==> config.mk <==
export PLATFORM = sky130hd
export DESIGN_NAME = alu_op_sequencer
export DESIGN_NICKNAME = d
export VERILOG_FILES = /design/src/rtl/alu_op_sequencer.sv
export SDC_FILE = /design/constraint.sdc
export NUM_CORES = 1
export LEC_CHECK = 0
export ABC_AREA = 1
export CAP_MARGIN = 20
export CELL_PAD_IN_SITES_DETAIL_PLACEMENT = 0
export CELL_PAD_IN_SITES_GLOBAL_PLACEMENT = 2
export CORE_MARGIN = 4
export CORE_UTILIZATION = 22
export CTS_BUF_LIST = sky130_fd_sc_hd__clkbuf_8
export DETAILED_ROUTE_END_ITERATION = 16
export PLACE_DENSITY_LB_ADDON = 0.08
export SETUP_SLACK_MARGIN = 0.05
export SYNTH_ARGS = -nofsm -noshare
export SYNTH_HDL_FRONTEND = slang
export SYNTH_SLANG_ARGS = --single-unit
==> constraint.sdc <==
create_clock -name CLK -period 1.62 [get_ports CLK]
set_clock_uncertainty 0.05 [all_clocks]
set_input_delay 0.324 -clock CLK [delete_from_list [all_inputs] [get_ports CLK]]
set_output_delay 0.324 -clock CLK [all_outputs]
set_load 0.02 [all_outputs]
==> src/rtl/alu_op_sequencer.sv <==
// Round-robin sequencer sharing one combinational 8-bit ALU between two requesters.
// Optional macro ALU_SEQ_ILLEGAL_OP_EN: opcodes 100..111 are not issued and return RSP_ERR=1.
module alu_op_sequencer #(
    parameter int DATA_W    = 8,
    parameter int ADD_LAT   = 2,
    parameter int LOGIC_LAT = 1
) (
    input  logic              CLK,
    input  logic              RESET_N,
    input  logic              REQ0_VALID,
    output logic              REQ0_READY,
    input  logic [2:0]        REQ0_OP,
    input  logic [DATA_W-1:0] REQ0_A,
    input  logic [DATA_W-1:0] REQ0_B,
    input  logic              REQ1_VALID,
    output logic              REQ1_READY,
    input  logic [2:0]        REQ1_OP,
    input  logic [DATA_W-1:0] REQ1_A,
    input  logic [DATA_W-1:0] REQ1_B,
    output logic              RSP_VALID,
    input  logic              RSP_READY,
    output logic              RSP_ID,
    output logic [DATA_W-1:0] RSP_DATA,
    output logic              RSP_ERR,
    output logic [DATA_W-1:0] ALU_DATA1,
    output logic [DATA_W-1:0] ALU_DATA2,
    output logic [2:0]        ALU_SELECT,
    input  logic [DATA_W-1:0] ALU_RESULT
);

    localparam int MAX_LAT = (ADD_LAT > LOGIC_LAT) ? ADD_LAT : LOGIC_LAT;
    localparam int CNT_W   = $clog2(MAX_LAT + 1);

    typedef enum logic [1:0] {
        ST_IDLE,
        ST_EXEC,
        ST_RESP
    } state_t;

    state_t             state_q, state_d;
    logic [CNT_W-1:0]   cnt_q, cnt_d;
    logic               pointer_q, pointer_d;
    logic               id_q, id_d;
    logic               illegal_q, illegal_d;
    logic               rsp_err_q, rsp_err_d;
    logic [DATA_W-1:0]  data1_q, data1_d;
    logic [DATA_W-1:0]  data2_q, data2_d;
    logic [2:0]         select_q, select_d;
    logic [DATA_W-1:0]  rsp_data_q, rsp_data_d;

    logic               grant;
    logic               accept;
    logic               grant_illegal;
    logic [2:0]         grant_op;
    logic [DATA_W-1:0]  grant_a;
    logic [DATA_W-1:0]  grant_b;

    function automatic logic [CNT_W-1:0] lat_of(input logic [2:0] op);
        return (op == 3'b001) ? CNT_W'(ADD_LAT) : CNT_W'(LOGIC_LAT);
    endfunction

    // Pointer side wins when valid; otherwise the other side is granted.
    always_comb begin
        grant = pointer_q;
        if (pointer_q) begin
            grant = REQ1_VALID ? 1'b1 : 1'b0;
        end else begin
            grant = REQ0_VALID ? 1'b0 : 1'b1;
        end
        accept   = (state_q == ST_IDLE) && (REQ0_VALID || REQ1_VALID) && RESET_N;
        grant_op = grant ? REQ1_OP : REQ0_OP;
        grant_a  = grant ? REQ1_A  : REQ0_A;
        grant_b  = grant ? REQ1_B  : REQ0_B;
`ifdef ALU_SEQ_ILLEGAL_OP_EN
        grant_illegal = grant_op[2];
`else
        grant_illegal = 1'b0;
`endif
    end

    assign REQ0_READY = accept && !grant;
    assign REQ1_READY = accept && grant;

    always_comb begin
        state_d    = state_q;
        cnt_d      = cnt_q;
        pointer_d  = pointer_q;
        id_d       = id_q;
        illegal_d  = illegal_q;
        rsp_err_d  = rsp_err_q;
        data1_d    = data1_q;
        data2_d    = data2_q;
        select_d   = select_q;
        rsp_data_d = rsp_data_q;
        unique case (state_q)
            ST_IDLE: begin
                if (accept) begin
                    id_d      = grant;
                    pointer_d = ~grant;
                    state_d   = ST_EXEC;
                    // Illegal ops leave the ALU operands untouched and finish after one cycle.
                    if (grant_illegal) begin
                        illegal_d = 1'b1;
                        cnt_d     = CNT_W'(1);
                    end else begin
                        illegal_d = 1'b0;
                        data1_d   = grant_a;
                        data2_d   = grant_b;
                        select_d  = grant_op;
                        cnt_d     = lat_of(grant_op);
                    end
                end
            end
            ST_EXEC: begin
                cnt_d = cnt_q - CNT_W'(1);
                if (cnt_q == CNT_W'(1)) begin
                    state_d    = ST_RESP;
                    rsp_data_d = illegal_q ? '0 : ALU_RESULT;
                    rsp_err_d  = illegal_q;
                end
            end
            ST_RESP: begin
                if (RSP_READY) begin
                    state_d = ST_IDLE;
                end
            end
            default: state_d = ST_IDLE;
        endcase
    end

    always_ff @(posedge CLK or negedge RESET_N) begin
        if (!RESET_N) begin
            state_q    <= ST_IDLE;
            cnt_q      <= '0;
            pointer_q  <= 1'b0;
            id_q       <= 1'b0;
            illegal_q  <= 1'b0;
            rsp_err_q  <= 1'b0;
            data1_q    <= '0;
            data2_q    <= '0;
            select_q   <= 3'b000;
            rsp_data_q <= '0;
        end else begin
            state_q    <= state_d;
            cnt_q      <= cnt_d;
            pointer_q  <= pointer_d;
            id_q       <= id_d;
            illegal_q  <= illegal_d;
            rsp_err_q  <= rsp_err_d;
            data1_q    <= data1_d;
            data2_q    <= data2_d;
            select_q   <= select_d;
            rsp_data_q <= rsp_data_d;
        end
    end

    assign RSP_VALID  = (state_q == ST_RESP);
    assign RSP_ID     = id_q;
    assign RSP_DATA   = rsp_data_q;
    assign RSP_ERR    = rsp_err_q;
    assign ALU_DATA1  = data1_q;
    assign ALU_DATA2  = data2_q;
    assign ALU_SELECT = select_q;

endmodule

==> key figures <==
Floorplanning
  – Total core area: slightly below 0.007 sq mm
  – Die Y: between 90 and 100 um
  – Die width: around 93 um
  – Total I/O pin count: 83
  – Row count: 30
  – Die Area: a little under 0.009 sq mm
  – Initial core utilization: 0.230

Cells and area
  – # diodes: 0
  – Layout fillers: around 750
  – Final Core Density: 0.382
  – Fin cells: around 370
  – Sequential cell area: between 800 and 900 sq um
  – P&R area growth vs syn: 66.3%
  – Total Nets Final: around 320
  – Multi-input logic area: roughly 670 sq um
  – Layout cells sized above 1: 0.228

Detailed routing
  – Vias per cell: between 3 and 4
  – DRT iter0 DRCs: 44
  – Routed len/inst: approximately 12 um
  – Drt pass-1 iters: 5
  – Final ANT Viol Nets: 0
  – Routed WL: 4600 um
  – Vias post-DR: around 1500
  – Residual DRC: 0

Clock network
  – Clk buf depth: 2
  – Clk pin slew, worst setup/hold paths: about 0.07 ns
  – TritonCTS clock tree: yes
  – CTS buffer count: 5
  – CTS root buffer: clkbuf_8
  – Skew-Pair Late Insertion Delay: 0.28 ns
  – # clock sinks: 33
  – H-tree depth: 2

Synthesis
  – Register area share after synthesis: 0.520
  – Largest family of logic cells by synthesized area: simple AND/OR/NAND/NOR gates
  – Netlist cell types: 21
  – Avg Inst Size Synth: ~9 sq um
  – Synth Area in Simple Gates: 0.323
  – Post-Synthesis Cells: ~170
  – Post-synthesis compound-gate area fraction: 0.0236
  – Synthesized area: 0.00159 sq mm
  – XOR/XNOR Fraction of Synth Area: 0
  – Multiplexer area fraction after synthesis: 0.0567
  – Ys Warns: 0
  – Synth Area in Adders: 0.00788
  – Register bit total from synthesis: 33
  – Mapped Nets: ~220

Global route
  – GRT overflow: 0
  – Initial antenna violation count: 0
  – Number of global-route vias before repair: 1508
  – Gr usage total: 0.109
  – Largest net degree at the start of global routing: 34
  – First-pass GRT wire length: between 7000 and 8000 um

Critical path
  – Critical path class: reg2out
  – Req. time, crit path: between 1 and 1.5 ns
  – Worst-path cell chain: nor2_2 > nand3_4 > nor2_4 > buf_6
  – Delay of the slowest critical-path stage: 0.39 ns
  – Crit end category: output pin
  – Crit path DAT: 1.21 ns
  – Critical path fanouts, max: 3
  – Crit-path slowest cell: dfrtp_1
  – Startpoint types: flip-flop

Placed design
  – Placed Cells: roughly 360
  – DP Wirelength: 3430 um
  – Input/output buffers: between 80 and 90
  – GPL Wtd Cong: around 0.7

Power and ir drop
  – PwrDens: ~1700 mW/mm^2
  – Total power: 4.43 mW
  – LEAKAGE: 1.32 nW
  – Peak supply drop: about 0.0005 V

Timing
  – WHS: about 0.08 ns
  – Final hold vios: 0
  – Slew Limit Fails: 0
  – F_max: between 600 and 700 MHz
  – RSZ-0062 raised after global routing: yes
  – Final setup fails: 0
  – Setup TNS: 0 ns
  – Tmin final: approximately 1.6 ns
  – Tcrit/Tclk final: 0.977

Run
  – MaxCap Viol Count: 0

Outcome
  – Status: complete, no violations

Min path
  – Min-delay worst type: in2async
-- cells in the final DEF (no fill, tap or decap) --
| cell type | Yosys | final |
|---|---|---|
| buf_4 | 1 | 17 |
| buf_6 | 2 | 2 |
| nand3_4 | 0 | 1 |
| dfrtp_1 | 33 | 33 |
| nor2_2 | 1 | 1 |
| o31ai_1 | 1 | 1 |
| nand2_2 | 9 | 11 |
| a21oi_1 | 1 | 1 |
| clkdlybuf4s50_1 | 0 | 47 |
| clkinv_2 | 0 | 2 |
| nand2_1 | 66 | 64 |
| nand3_2 | 9 | 8 |
| dlygate4sd2_1 | 0 | 30 |
| mux2_2 | 8 | 8 |
| o21ai_0 | 5 | 5 |
| nor2_1 | 3 | 3 |
| inv_1 | 11 | 10 |
| nor2_8 | 1 | 1 |
| clkbuf_8 | 0 | 5 |
| inv_2 | 1 | 2 |
| buf_2 | 2 | 2 |
| nor2_4 | 1 | 1 |
| ha_1 | 1 | 1 |
| conb_1 | 1 | 1 |
| nand3_1 | 14 | 14 |
| clkinvlp_4 | 0 | 1 |
-- path summary, 6_finish.rpt --
| path | from | endpoint | slack [ns] | cells after the start |
|---|---|---|---|---|
| max | state_q[1] | REQ0_READY | 0.04 | 4 |
| min | RESET_N | ALU_SELECT[1] | 0.08 | 2 |
| max reg2reg | state_q[1] | cnt_q[0] | 0.22 | 8 |
| min reg2reg | cnt_q[1] | cnt_q[1] | 0.44 | 2 |
| max in group asynchronous | RESET_N | ALU_DATA1[5] | 1.12 | 2 |
| min in group CLK | cnt_q[1] | cnt_q[1] | 0.44 | 2 |
-- power breakdown --
part	internal [mW]	switching [mW]
Clock	0.297	0.328
Sequential	1.23	0.199
Combinational	1.05	1.32
Total	2.58	1.85
-- metal layers --
layer / GRT usage / wire, um / vias to the layer above
met1: 0.131 / 1940 / 666
li1: - / - / 738
met2: 0.189 / 2250 / 47
met5: 0 / 0 / -
met4: 0.0220 / 25 / 0
met3: 0.0374 / 382 / 2
-- synthesized netlist by cell type --
master,number,area share
a21oi_1,1,0.0031
buf_12,1,0.013
buf_2,2,0.0063
buf_4,1,0.0047
buf_6,2,0.014
conb_1,1,0.0024
dfrtp_1,33,0.52
ha_1,1,0.0079
inv_1,11,0.026
inv_2,1,0.0024
mux2_2,8,0.057
nand2_1,66,0.16
nand2_2,9,0.035
nand3_1,14,0.044
nand3_2,9,0.057
nor2_1,3,0.0071
nor2_2,1,0.0039
nor2_4,1,0.0071
nor2_8,1,0.013
o21ai_0,5,0.016
o31ai_1,1,0.0047
-- cell type report --
type / instances / area share
clock inverter: 3 / 0.00664
sequential: 33 / 0.313
inverter: 12 / 0.0171
clock buffer: 5 / 0.0261
multi-input combinational: 121 / 0.254
timing repair buffer: 98 / 0.338
tap: 96 / 0.0455
-- through the flow --
stage	cell area [sq um]	worst slack, ns
after detailed placement	2570	-0.703
after global routing	2640	-0.0241
after global placement	2570	-0.671
after floorplan	1590	0.192
after CTS	2650	-0.0216
final	2640	0.0373
-- logic make-up after synthesis --
group,count (synthesis)
and+or+nand+nor,104
buffers and inverters,18
AOI/OAI and AO/OA,7
DFF,33
other,1
adders and majority gates,1
muxes,8
-- state kept, by name, summed over array words and instances, names as in the netlist --
signal      count
cnt_q           2
pointer_q       1
ALU_SELECT      3
ALU_DATA2       8
RSP_ID          1
RSP_DATA        8
ALU_DATA1       8
state_q         2
-- worst max-delay path, delay by kind of cell, from the launching register on --
| kind | cells | cell delay, ns |
|---|---|---|
| buf+inv | 1 | 0.13 |
| flops | 1 | 0.39 |
| simple gates | 3 | 0.41 |
-- repair_timing --
item,4_1_cts,5_1_grt
endpoints found under the hold margin,0,0
hold buffers,0,0
gates resized for setup,49,1
setup endpoints to repair,31,3
cloned,0,0
pin swaps,3,3
setup buffers,1,0
(Power assumes the default switching activity.)
==> RTL change 1 (same settings) <==
Encoding of `state_t`: now one-hot (3 bits for 3 states).
--- a/src/rtl/alu_op_sequencer.sv
+++ b/src/rtl/alu_op_sequencer.sv
@@ -32,8 +32,8 @@
     localparam int CNT_W   = $clog2(MAX_LAT + 1);
 
-    typedef enum logic [1:0] {
-        ST_IDLE,
-        ST_EXEC,
-        ST_RESP
+    typedef enum logic [2:0] {
+        ST_IDLE = 3'b001,
+        ST_EXEC = 3'b010,
+        ST_RESP = 3'b100
     } state_t;
 
Formal check against the unedited RTL: no difference found for any inputs over 10 cycles, from zero or initial values and one cycle with RESET_N low; not proved beyond that.
==> RTL change 1 against the unedited design <==
Combinational power is 5% higher. Power is 6.9% higher. Critical path depth is 1 higher. Sequential cell count is 1 higher. Critical endpoint is now REQ1_READY. Via count is 4.4% higher. Cell area is 10% higher. Wire length is 2.7% higher. The flow now finishes with violations (setup timing). Synthesized area is 7.3% higher. Worst setup slack worse by 0.12 ns. Count of clock-buffer cells in the layout stayed put. Sequential power is 3% higher. Register-to-register slack worse by 0.23 ns. Worst hold slack worse by 0.023 ns.
==> RTL change 1: results (changes against the unedited design) <==
stage	metric	value	unit	change
route	Initial DRT Pass Iterations	4		-1
run_status	status	finished with violations		
grt	global-route wire length before repair	7650	µm	+3.0%
layout	share of cells above drive strength 1	0.341		+0.113
power_and_ir_drop	Clk power	763	µW	+22%
worst_setup_path	CP max-delay cell	dfstp_2		
synthesis	synth unique cells	24		+14%
worst_setup_path	Worst EP arrival	1.32	ns	+0.11 ns
synthesis	syn_area_per_cell	9.36	µm²	+1.4%
place	routability cong.	0.708		-1.8%
worst_setup_path	worst setup path end	REQ1_READY		
worst_setup_path	worst reg2reg path startpoint	state_q[0]$_DFFE_PN1P_		
place	post-DP HPWL	3590	µm	+4.6%
route	Vias/cell	3.90		-1.2%
worst_setup_path	slowest stage delay, CP	0.55	ns	+0.16 ns
sta	# setup viols final	9		+9
layout	fin nets	341		+5.6%
synthesis	Post-Syn Nets	234		+4.5%
worst_setup_path	CP delay by family, top	flip-flops		
worst_setup_path	reg2reg setup slack	-0.01	ns	-0.23 ns
sta	Setup Total Neg Slack	-0.169	ns	-0.169 ns
clocking	H-tree levels	2		unchanged
run_status	violated checks	setup timing		
layout	Post-Layout Cell Count	389		+5.7%
clocking	postcts setup bufs	2		+1
power_and_ir_drop	Sequential Power Share	0.311		-0.013
route	1st-iter DRT viols	20		-55%
place	placed cells	378		+5.3%
synthesis	area share of the largest cell type after synthesis	0.485		-0.0355
synthesis	ys async rst share	1.00		unchanged
power_and_ir_drop	Design Power	4740	µW	+6.9%
place	Post-DP Area	2730	µm²	+6.2%
synthesis	top cells by area, synth	dfrtp_1 (48%), nand2_1 (14%), nand3_2 (9.4%)		
power_and_ir_drop	P_sw	1860	µW	+0.49%
sta	PnR worst setup slack	-0.0783	ns	-0.116 ns
clocking	post-CTS sizing	52		+6.1%
grt	largest net degree at the start of global routing	35		+2.9%
synthesis	sequential fraction of the synthesis area	0.500		-0.0201
synthesis	top cells by count, synth	nand2_1 (62), dfrtp_1 (33), nand2_2 (17)		
power_and_ir_drop	Max rail drop VDD	0.000604	V	+24%
worst_setup_path	Worst R2R Path Depth	10		+2
worst_setup_path	worst reg2reg endpoint	ALU_DATA1[3]$_DFFE_PN0P_		
grt	initial antenna violation count	0		unchanged
place	dpl ws	-0.636	ns	+0.0677 ns
grt	number of global-route vias before repair	1631		+8.2%
route	Wirelength per Cell	12.1	µm	-2.9%
power_and_ir_drop	leakage	0.00148	µW	+13%
grt	Global Route Usage Sum	0.110		+0.000932
layout	layout filler cell count	794		+5.4%
[RTL change 1: changes by cell type after synthesis, moves of 2 or more]
cell	unedited run	this run
nor2_1	3	1
o21ai_0	5	3
nand3_2	9	16
inv_4	0	2
or2_2	0	3
inv_2	1	3
nand2_2	9	17
nand3_1	14	8
nand2_1	66	62
buf_6	2	0
[RTL change 1: final cells by class]
class / count / area (µm²) / area share
clock inverter: 3 / 40.0 / 0.0138
sequential: 34 / 852 / 0.293
inverter: 17 / 71.3 / 0.0245
multi-input combinational: 126 / 778 / 0.268
clock buffer: 5 / 68.8 / 0.0237
timing repair buffer: 105 / 975 / 0.335
tap: 99 / 124 / 0.0426
[RTL change 1: worst min-delay path by stage]
stage	from	endpoint	slack, ns	cells after the start
floorplan	RESET_N	ALU_DATA1[0]$_DFFE_PN0P_	-0.02	0
global placement	RESET_N	ALU_DATA1[1]$_DFFE_PN0P_	0.39	2
detailed placement	RESET_N	ALU_DATA1[1]$_DFFE_PN0P_	0.41	2
CTS	RESET_N	ALU_DATA1[1]$_DFFE_PN0P_	0.1	2
global route	RESET_N	ALU_DATA1[1]$_DFFE_PN0P_	0.11	2
finish	RESET_N	ALU_DATA1[1]$_DFFE_PN0P_	0.06	2
[RTL change 1: cells by family (layout without fill, tap and decap cells)]
logic type | count (synthesis) | in the layout | synth area share
AOI/OAI and AO/OA | 6 | 6 | 0.0206
adders and majority gates | 1 | 1 | 0.00734
buffers and inverters | 22 | 130 | 0.0742
DFF | 34 | 34 | 0.500
muxes | 8 | 8 | 0.0529
other | 1 | 1 | 0.00220
and+or+nand+nor | 110 | 110 | 0.343
[RTL change 1: routing by layer]
layer,vias up,part of all wire,track usage
li1,785,-,-
met1,685,0.39,0.127
met2,42,0.52,0.188
met3,5,0.081,0.0430
met4,0,0.0081,0.0320
met5,-,0,0
==> RTL change 2 (same flow settings) <==
Without the edit above. `DATA_W`: 8 -> 6.
--- a/src/rtl/alu_op_sequencer.sv
+++ b/src/rtl/alu_op_sequencer.sv
@@ -2,5 +2,5 @@
 // Optional macro ALU_SEQ_ILLEGAL_OP_EN: opcodes 100..111 are not issued and return RSP_ERR=1.
 module alu_op_sequencer #(
-    parameter int DATA_W    = 8,
+    parameter int DATA_W    = 6,
     parameter int ADD_LAT   = 2,
     parameter int LOGIC_LAT = 1
Interface: changed (8 resized); port bits go from 83 to 67. No check against the original RTL was run, so the function may have changed too.
==> RTL change 2 against the unedited design <==
Power fell by 24%. Non-clock buffer count down 20. Synthesized cell count fell by 17%. Sequential power fell by 17%. Clock power fell by 41%. Global-route usage barely moved. Worst setup slack improved by 0.024 ns. Cell area is 22% lower. Sequential cell count is 6 lower. Wire length fell by 20%. Synthesized area shrank 21%.
==> RTL change 2: results (changes against the unedited design) <==
stage	metric	value	unit	change
layout	share of cells above drive strength 1	0.141		-0.0870
place	port buffer count	65		-20%
route	final WL	3680	µm	-20%
power_and_ir_drop	Max rail drop VDD	0.000673	V	+38%
route	Initial DRT Pass Iterations	4		-1
clocking	H-tree levels	1		-1
run_status	status	completed		
grt	Global Route Usage Sum	0.109		+0.000265
route	Vias/cell	4.06		+2.8%
place	post-DP HPWL	2880	µm	-16%
place	placed cells	287		-20%
place	dpl ws	-0.608	ns	+0.0952 ns
synthesis	Post-Syn Nets	185		-17%
clocking	clk_lat worst skew	0.26	ns	-0.02 ns
clocking	cts bufs inserted	3		-2
place	Post-DP Area	2050	µm²	-20%
worst_setup_path	CP delay by family, top	flip-flops		
grt	number of global-route vias before repair	1274		-16%
synthesis	top cells by count, synth	nand2_1 (59), dfrtp_1 (27), nand3_1 (18)		
clocking	CTS clk-pin slew, worst paths	0.09	ns	+0.02 ns
route	Wirelength per Cell	12.6	µm	+0.77%
worst_setup_path	Worst R2R Path Depth	5		-3
sta	Min Clock Period, post-route	1.56	ns	-0.0241 ns
synthesis	sequential fraction of the synthesis area	0.538		+0.0178
route	1st-iter DRT viols	20		-55%
synthesis	syn_area_per_cell	8.78	µm²	-4.8%
worst_setup_path	worst reg2reg endpoint	RSP_DATA[1]$_DFFE_PN0P_		
synthesis	top cells by area, synth	dfrtp_1 (54%), nand2_1 (18%), nand3_1 (7.2%)		
grt	global-route wire length before repair	6200	µm	-16%
synthesis	Synth Area in Compound Gates	0.0378		+0.0142
layout	fin nets	263		-19%
place	routability cong.	0.717		-0.55%
synthesis	synth unique cells	18		-14%
synthesis	multiplexer share of the synthesized area	0.0538		-0.00295
==> RTL change 2: changes by cell type after synthesis <==
cell	unedited run	this run
a21oi_1	1	2
buf_12	1	0
dfrtp_1	33	27
inv_2	1	0
mux2_2	8	6
nand2_1	66	59
nand2_2	9	1
nand3_1	14	18
nand3_2	9	0
nand3_4	0	1
nor2_1	3	1
nor2_4	1	2
nor2_8	1	0
o21ai_0	5	6
==> RTL change 2: what timing repair did <==
item | 4_1_cts | 5_1_grt
buffers inserted | 1 | 0
setup endpoints to repair | 25 | 3
hold buffers | 0 | 0
pin swaps | 1 | 3
gates resized for setup | 42 | 1
==> RTL change 2: worst register-to-register path, stage by stage (launching register included) <==
cell	delay, ns
dfrtp_1	0.39
buf_4	0.14
nand2_1	0.14
inv_1	0.08
nand2_2	0.15
mux2_2	0.35
==> RTL change 2: per-layer routing <==
metal	global-route usage	share of wire	up-vias
li1	-	-	601
met1	0.132	0.42	549
met2	0.177	0.49	33
met3	0.0444	0.084	2
met4	0.0351	0.0068	0
met5	0	0	-
==> RTL change 2: area by class of cell <==
type / instances / area [µm²] / share of cell area
Multi-Input combinational cell: 100 / 502 / 0.243
Clock inverter: 1 / 3.75 / 0.00181
Tap cell: 72 / 90.1 / 0.0436
Sequential cell: 27 / 676 / 0.327
Timing Repair Buffer: 78 / 714 / 0.345
Inverter: 11 / 41.3 / 0.0200
Clock buffer: 3 / 41.3 / 0.0200
==> RTL change 2: power by group <==
| part | internal [µW] | switching, µW | leakage, µW |
|---|---|---|---|
| Sequential | 1010 | 165 | 0.000326 |
| Clock | 170 | 200 | 0.0000269 |
| Combinational | 801 | 1030 | 0.000673 |
==> RTL change 2: cell families (layout without fill, tap and decap cells) <==
group,count (synthesis),count (layout)
AOI/OAI and AO/OA,9,9
buffers and inverters,16,93
other,1,1
muxes,6,6
DFF,27,27
and+or+nand+nor,83,83
adders and majority gates,1,1
==> RTL change 2: worst min-delay path by stage <==
stage                     cells after the start                        end                      start  slack, ns
after global routing                          2     state_q[1]$_DFFE_PN0P_                    RESET_N       0.26
after global placement                        2  ALU_SELECT[2]$_DFFE_PN0P_  ALU_SELECT[2]$_DFFE_PN0P_       0.42
after CTS                                     2     state_q[0]$_DFFE_PN0P_                    RESET_N       0.24
after detailed placement                      2  ALU_SELECT[2]$_DFFE_PN0P_  ALU_SELECT[2]$_DFFE_PN0P_       0.42
final                                         2     state_q[1]$_DFFE_PN0P_                    RESET_N       0.23
after floorplan                               0   ALU_DATA1[0]$_DFFE_PN0P_                    RESET_N      -0.02
